**config.mk**
```make
export PLATFORM = sky130hd
export DESIGN_NAME = skid_fifo_flat
export DESIGN_NICKNAME = d
export VERILOG_FILES = /design/src/rtl/skid_fifo_if.sv /design/src/rtl/skid_fifo.sv /design/src/flat_wrapper.sv
export SDC_FILE = /design/constraint.sdc
export NUM_CORES = 1
export LEC_CHECK = 0
export ABC_AREA = 1
export CAP_MARGIN = 20
export CORE_MARGIN = 3
export CORE_UTILIZATION = 51
export CTS_BUF_LIST = sky130_fd_sc_hd__clkbuf_8
export DETAILED_ROUTE_END_ITERATION = 7
export PLACE_DENSITY = 0.79
export SETUP_SLACK_MARGIN = 0.5
export SYNTH_ARGS = -nofsm -noshare
export SYNTH_HDL_FRONTEND = slang
export SYNTH_SLANG_ARGS = --single-unit
export TNS_END_PERCENT = 100
```
**constraint.sdc**
```tcl
create_clock -name clk_i -period 2.4 [get_ports clk_i]
set_input_delay 0.24 -clock clk_i [delete_from_list [all_inputs] [get_ports clk_i]]
set_output_delay 0.24 -clock clk_i [all_outputs]
set_load 0.01 [all_outputs]
```
**src/rtl/skid_fifo_if.sv**
```systemverilog
// Valid/ready stream bundle for skid_fifo: upstream (input_*) and downstream (output_*) handshakes.
// The slave modport is the buffer's view; the master modport is the surrounding pipeline's view.
interface skid_fifo_if #(
  parameter int unsigned WIDTH = 32
);
  logic             input_valid_i;
  logic             input_ready_o;
  logic [WIDTH-1:0] input_data_i;
  logic             output_valid_o;
  logic             output_ready_i;
  logic [WIDTH-1:0] output_data_o;

  modport slave (
    input  input_valid_i,
    input  input_data_i,
    input  output_ready_i,
    output input_ready_o,
    output output_valid_o,
    output output_data_o
  );

  modport master (
    output input_valid_i,
    output input_data_i,
    output output_ready_i,
    input  input_ready_o,
    input  output_valid_o,
    input  output_data_o
  );
endinterface

```
**src/rtl/skid_fifo.sv**
```systemverilog
// Parametrised N-entry elastic buffer with fully registered ready/valid on both sides.
// Optional SKID_FIFO_LEVEL_EN adds registered level_o / almost_full_o outputs.
module skid_fifo #(
  parameter int unsigned WIDTH       = 32,
  parameter int unsigned DEPTH       = 4,
  parameter int unsigned AFULL_LEVEL = 3
) (
  input  logic                       clk_i,
  input  logic                       rst_ni,
  input  logic                       clear_i,
  skid_fifo_if.slave                 io
`ifdef SKID_FIFO_LEVEL_EN
  ,
  output logic [$clog2(DEPTH+1)-1:0] level_o,
  output logic                       almost_full_o
`endif
);

  localparam int unsigned PTR_W = (DEPTH > 1) ? $clog2(DEPTH) : 1;
  localparam int unsigned CNT_W = $clog2(DEPTH + 1);

  logic [WIDTH-1:0] mem_q [DEPTH];

  logic [PTR_W-1:0] wr_ptr_q, wr_ptr_d;
  logic [PTR_W-1:0] rd_ptr_q, rd_ptr_d;
  logic [CNT_W-1:0] count_q,  count_d;
  logic             in_ready_q,  in_ready_d;
  logic             out_valid_q, out_valid_d;
  logic             push, pop, mem_we;

  assign push = io.input_valid_i & in_ready_q;
  assign pop  = out_valid_q & io.output_ready_i;

  always_comb begin
    wr_ptr_d = wr_ptr_q;
    rd_ptr_d = rd_ptr_q;
    count_d  = count_q;
    mem_we   = 1'b0;
    if (clear_i) begin
      wr_ptr_d = '0;
      rd_ptr_d = '0;
      count_d  = '0;
    end else begin
      if (push) begin
        mem_we   = 1'b1;
        // explicit wrap keeps non-power-of-2 depths in range
        wr_ptr_d = (wr_ptr_q == PTR_W'(DEPTH - 1)) ? '0 : wr_ptr_q + PTR_W'(1);
      end
      if (pop) begin
        rd_ptr_d = (rd_ptr_q == PTR_W'(DEPTH - 1)) ? '0 : rd_ptr_q + PTR_W'(1);
      end
      count_d = count_q + CNT_W'(push) - CNT_W'(pop);
    end
    in_ready_d  = (32'(count_d) < DEPTH);
    out_valid_d = (count_d != '0);
  end

  always_ff @(posedge clk_i or negedge rst_ni) begin
    if (!rst_ni) begin
      wr_ptr_q    <= '0;
      rd_ptr_q    <= '0;
      count_q     <= '0;
      in_ready_q  <= 1'b0;
      out_valid_q <= 1'b0;
    end else begin
      wr_ptr_q    <= wr_ptr_d;
      rd_ptr_q    <= rd_ptr_d;
      count_q     <= count_d;
      in_ready_q  <= in_ready_d;
      out_valid_q <= out_valid_d;
    end
  end

  // Storage is deliberately left out of reset.
  always_ff @(posedge clk_i) begin
    if (mem_we) begin
      mem_q[wr_ptr_q] <= io.input_data_i;
    end
  end

  assign io.input_ready_o  = in_ready_q;
  assign io.output_valid_o = out_valid_q;
  assign io.output_data_o  = mem_q[rd_ptr_q];

`ifdef SKID_FIFO_LEVEL_EN
  logic [CNT_W-1:0] level_q;
  logic             almost_full_q, almost_full_d;

  assign almost_full_d = (32'(count_d) >= AFULL_LEVEL);

  always_ff @(posedge clk_i or negedge rst_ni) begin
    if (!rst_ni) begin
      level_q       <= '0;
      almost_full_q <= 1'b0;
    end else begin
      level_q       <= count_d;
      almost_full_q <= almost_full_d;
    end
  end

  assign level_o       = level_q;
  assign almost_full_o = almost_full_q;
`endif

  a_no_push_full: assert property (@(posedge clk_i) disable iff (!rst_ni)
    !(push && (32'(count_q) == DEPTH)));
  a_no_pop_empty: assert property (@(posedge clk_i) disable iff (!rst_ni)
    !(pop && (count_q == '0)));
  a_params: assert property (@(posedge clk_i)
    (DEPTH >= 2) && (AFULL_LEVEL >= 1) && (AFULL_LEVEL <= DEPTH));

endmodule

```
**src/flat_wrapper.sv**
```systemverilog
// flat-port wrapper written by rule: the top's interface ports become plain ports
module skid_fifo_flat 
#(
  parameter int unsigned WIDTH       = 32,
  parameter int unsigned DEPTH       = 4,
  parameter int unsigned AFULL_LEVEL = 3
)
  (clk_i, rst_ni, clear_i, io_input_valid_i, io_input_data_i, io_output_ready_i, io_input_ready_o, io_output_valid_o, io_output_data_o);
  skid_fifo_if #(.WIDTH(WIDTH)) io_i ();
  input  logic clk_i;
  input  logic rst_ni;
  input  logic clear_i;
  input wire logic [$bits(io_i.input_valid_i)-1:0] io_input_valid_i;
  input wire logic [$bits(io_i.input_data_i)-1:0] io_input_data_i;
  input wire logic [$bits(io_i.output_ready_i)-1:0] io_output_ready_i;
  output wire logic [$bits(io_i.input_ready_o)-1:0] io_input_ready_o;
  output wire logic [$bits(io_i.output_valid_o)-1:0] io_output_valid_o;
  output wire logic [$bits(io_i.output_data_o)-1:0] io_output_data_o;
  assign io_i.input_valid_i = io_input_valid_i;
  assign io_i.input_data_i = io_input_data_i;
  assign io_i.output_ready_i = io_output_ready_i;
  assign io_input_ready_o = io_i.input_ready_o;
  assign io_output_valid_o = io_i.output_valid_o;
  assign io_output_data_o = io_i.output_data_o;
  skid_fifo #(.WIDTH(WIDTH), .DEPTH(DEPTH), .AFULL_LEVEL(AFULL_LEVEL)) u_core (.clk_i(clk_i), .rst_ni(rst_ni), .clear_i(clear_i), .io(io_i));
endmodule
```
==> Word level (Yosys, flattened, before mapping) <==
Memory sizes are Yosys's and may differ from the RTL's.
Index checks and enable logic that the tools add are counted.
{ "totals": {"n_memories": 1, "reg_bits": 9, "out_inout_bits": 34, "mem_bits_rw": 128} }
{ "op_classes": {"magnitude_cmp": 1, "n_eq_ne": 2, "n_reduce_logical": 3, "bitwise": 2, "muxes": 11, "add_sub_neg": 4} }
{ "mem_list": {"columns": ["memory", "words", "width", "read_ports", "rd_clocked_by_memory_dff", "write_ports", "line", "text"], "rows": [
  ["u_core.mem_q", 4, 32, 1, 0, 1, "skid_fifo.sv:22", "logic [WIDTH-1:0] mem_q [DEPTH];"]
]} }
{ "op_table": {"columns": ["cell", "n"], "rows": [
  ["2-to-1 mux 2 bit", 6],
  ["adder 2 x 1 -> 2 bit, second input constant", 2],
  ["equality test 2 bit, second input constant", 2],
  ["2-to-1 mux 1 bit", 4],
  ["nonzero test 2 bit", 2],
  ["adder 3 x 1 -> 3 bit", 1],
  ["< comparator 3 bit, second input constant", 1],
  ["2-to-1 mux 3 bit", 1],
  ["nonzero test 3 bit", 1],
  ["subtractor 3 x 1 -> 3 bit", 1],
  ["bitwise AND 1 bit", 2]
]} }

==> Depth between registers and ports, before layout <==
{ "logic_depth": {"ltp_word": 5, "mapped_depth": 10, "mapped_depth_nobuf": 10} }

==> Worst setup path after synthesis <==
OpenSTA, ideal clock, no wires.
{ "synth_timing": {"path_kind": "reg-to-reg", "startpoint": "reg u_core.in_ready_q (netlist: u_core.io.input_ready_o)", "endpoint": "mem u_core.mem_q[0][0], enable pin", "setup_time_ns": 0.421, "setup_slack_ns": -0.042, "arrival_ns": 2.021, "n_path_buf": 0, "stages_incl_launch_ff": 5, "path_cell_list": "dfrtp_1 nand2_1 inv_1 nand2_1 nor2_1"} }
{ "synth_between": {"elab_chain_len": 5} }
{ "synth_rtl": {"columns": ["element", "line", "text"], "rows": [
  ["from (decl)", "skid_fifo.sv:27", "logic in_ready_q, in_ready_d;"],
  ["from (signal assigned)", "skid_fifo.sv:69", "in_ready_q <= in_ready_d;"],
  ["bitwise AND 1 bit", "skid_fifo.sv:31", "assign push = io.input_valid_i & in_ready_q;"],
  ["2-to-1 mux 1 bit", "skid_fifo.sv:44", "if (push) begin"],
  ["2-to-1 mux 1 bit", "skid_fifo.sv:39", "if (clear_i) begin"],
  ["2-to-1 mux 1 bit", "skid_fifo.sv:76", "if (mem_we) begin"],
  ["2-to-1 mux 1 bit (implied by the code)", "skid_fifo.sv:77", "mem_q[wr_ptr_q] <= io.input_data_i;"],
  ["to (decl)", "skid_fifo.sv:22", null]
]} }
Every way passes these cells.

==> Worst setup path after layout <==
{ "layout_timing": {"startpoint": "reg u_core.rd_ptr_q[0]", "endpoint": "out io_output_data_o[10]"} }
{ "layout_between": {"elab_chain_len": 1} }
{ "layout_rtl": {"columns": ["element", "line", "text"], "rows": [
  ["from (decl)", "skid_fifo.sv:25", "logic [PTR_W-1:0] rd_ptr_q, rd_ptr_d;"],
  ["from (signal assigned)", "skid_fifo.sv:67", "rd_ptr_q <= rd_ptr_d;"],
  ["memory read (4 x 32 bit)", null, null],
  ["to (decl)", "flat_wrapper.sv:18", "output wire logic [$bits(io_i.output_data_o)-1:0] io_output_data_o;"]
]} }
Every way passes these cells.

==> qor.yml <==
synthesis:
  synth_edf_count: 128
  async_flop_share: 0.0657
  yosysSeqAreaShare: 0.765
  yosysTopAreaCellShare: 0.723
  synth_area_sq_um: 5320
  netlist_top_cells_area: "edfxtp_1 72%, nor2_1 7.6%, o21ai_0 5.9%"
  synth_flop_cell: "edfxtp_1"
  avgSynthCellArea_sq_um: 13.2
  synth_cell_type_count: 18
  synth-seq-cells: 137
  synth_fp_nets: 448
  yosysTopAreaCell: "edfxtp_1"
  syn_inst: 403
  ys_warn_count: 0
die:
  row_count: 36
  num_io_pins: 71
  fp.dieW_um: 108
  core_area_sq_um: 9950
  start_util: 0.534
  die-area_sq_um: 11700
  die_y_um: 108
global_routing:
  grt.total_usage: 0.200
  grt.overflow.total: 0
  grt_pass1_vias: 3431
  grt_max_degree: 35
  use_met2: 0.331
  top_usage_layer: "met2"
  use_met1: 0.271
  grt_pass1_wl_mm: 17.5
  antenna_found_initial: 0
  grt_use_met3: 0.0430
route:
  drc: 0
  dr.pass1.iters: 5
  drt_iter0_drc: 288
  routed_wl_mm: 12.2
  vias: 3581
  wl_per_cell_um: 18.6
  ant_nets: 0
  viasPerCell: 5.48
clock_tree:
  path_clk_slew_ns: 0.07
  clockRootBuffer: "clkbuf_8"
  insertion_delay_ns: 0.43
  cts.sinks: 137
  cts_buffers: 17
  cts_tree: "yes"
  h-tree-depth: 4
  clockBufferDepth: 2
critical_path:
  end_kind: "output pin"
  worst_setup_path_start_kind: "flop"
  r2r_cells: 10
  critPathMaxFanout: 17
  cp.required_ns: 2.16
  rrSetupSlack_ns: 0.58
  rr_endpoint: "u_core.io.output_valid_o"
  criticalPathCategory: "reg2out"
  r2r-start: "u_core.io.output_valid_o"
  arrival_ns: 1.86
layout:
  syn_to_final_growth_pct: 33.3
  insertedDiodeCount: 0
  mostFrequentLayoutCells: "128 x edfxtp_1, 86 x nor2_1, 54 x o21ai_1, 44 x o21ai_0, 38 x clkdlybuf4s50_1"
  final_common_cell: "edfxtp_1"
  fin_cells: 653
  nets: 554
  stdcell_area_sq_um: 7090
  drive_gt1_frac: 0.235
  final_core_utilization: 0.712
timing:
  timing.slew.headroom: 0.718
  worst_pin_slew_ns: 0.422
  holdWs_ns: 0.114
  fmax_mhz: 476
  clock_skew_ns: 0.0119
  setup_ws_ns: 0.299
  post-route-min-period_ns: 2.10
  slew_violations: 0
  hold_viol: 0
  tns_ns: 0
  setup_viol: 0
  rsz0062_at_grt: "yes"
  fin_crit_sh: 0.875
power:
  finalPower_mw: 6.80
  p_per_area_nw_per_um2: 960
  power.leakage_nw: 2.54
  peakVddDrop_v: 0.000588
placed_design:
  placedCellCount: 602
  placed_cell_area_sq_um: 6260
  dp_hpwl_mm: 6.17
  pre_cts_ws_ns: 0.219
  numPortBuffers: 70
  globalplace.congestion: 0.779
run_status:
  status: "finished clean"
worst_hold_path:
  hold_class: "in2async"
job:
  drv_cap: 0
==> area by class of cell <==
cell class / count / area (sq um)
repair buffers: 106 / 1130
inverters: 18 / 77.6
multi-input cells: 228 / 1220
well taps: 133 / 166
flip-flops and latches: 137 / 4070
clock buffers: 17 / 234
repair inverters: 1 / 6.26
fillers: 634 / 2870
clock inverters: 13 / 179
==> worst max-delay path by stage <==
stage                                       start                        to  slack, ns  cells past startpoint
final                          u_core.rd_ptr_q[0]      io_output_data_o[10]       0.30                      5
after CTS                      u_core.rd_ptr_q[0]      io_output_data_o[17]       0.32                      6
after global routing           u_core.rd_ptr_q[0]      io_output_data_o[10]       0.21                      5
after detailed placement        io_output_ready_i  u_core.io.output_valid_o       0.22                     11
after floorplan           u_core.io.input_ready_o        u_core.mem_q[0][0]       0.44                      4
after global placement          io_output_ready_i  u_core.io.output_valid_o       0.30                     11
==> where the power goes <==
part / switching, mW / leakage [nW] / internal, mW
Clock: 0.850 / 0.201 / 1.11
Combinational: 1.05 / 1.07 / 0.899
Sequential: 0.101 / 1.27 / 2.79
==> metal layers <==
layer / vias to the layer above / share of wire / wire, um
met3: 12 / 0.061 / 747
met1: 1777 / 0.42 / 5050
met5: - / 0 / 0
met2: 146 / 0.51 / 6180
met4: 0 / 0.015 / 182
li1: 1646 / - / -
==> Yosys cell counts, types with 2 or more instances <==
cell,number
ha_1,7
edfxtp_1,128
inv_1,16
nand2_1,8
o21ai_1,35
nand3_1,4
o21ai_0,63
dfrtp_1,9
nor2_1,107
clkbuf_1,7
buf_4,4
buf_2,8
inv_2,2
==> sequential cells by signal (all words and copies together), names as in the netlist <==
name and flops:
u_core.wr_ptr_q 2, u_core.count_q 3, u_core.io.input_ready_o 1, u_core.mem_q 128, u_core.rd_ptr_q 2, u_core.io.output_valid_o 1
==> cells by family (layout without fill, tap and decap cells) <==
group	after synthesis	after routing	share of synthesized area
flip-flops	137	137	0.765
AND/OR/NAND/NOR	120	120	0.0864
AO/OA/AOI/OAI	100	100	0.0951
buffers and inverters	38	155	0.0330
adder cells (fa/ha/maj)	8	8	0.0202
==> what timing repair did <==
| action | CTS | global route |
|---|---|---|
| pin swaps | 6 | 15 |
| gates cloned | 5 | 3 |
| setup buffers | 8 | 5 |
| resized for setup | 114 | 62 |
| setup endpoints to repair | 34 | 35 |
| hold buffers | 0 | 0 |
==> worst max-delay path: stages, from the launching register on <==
cell,delay (ns)
dfrtp_4,0.60
inv_8,0.09
buf_16,0.17
o21ai_0,0.26
o21ai_1,0.15
buf_2,0.16
(Power assumes the default switching activity.)
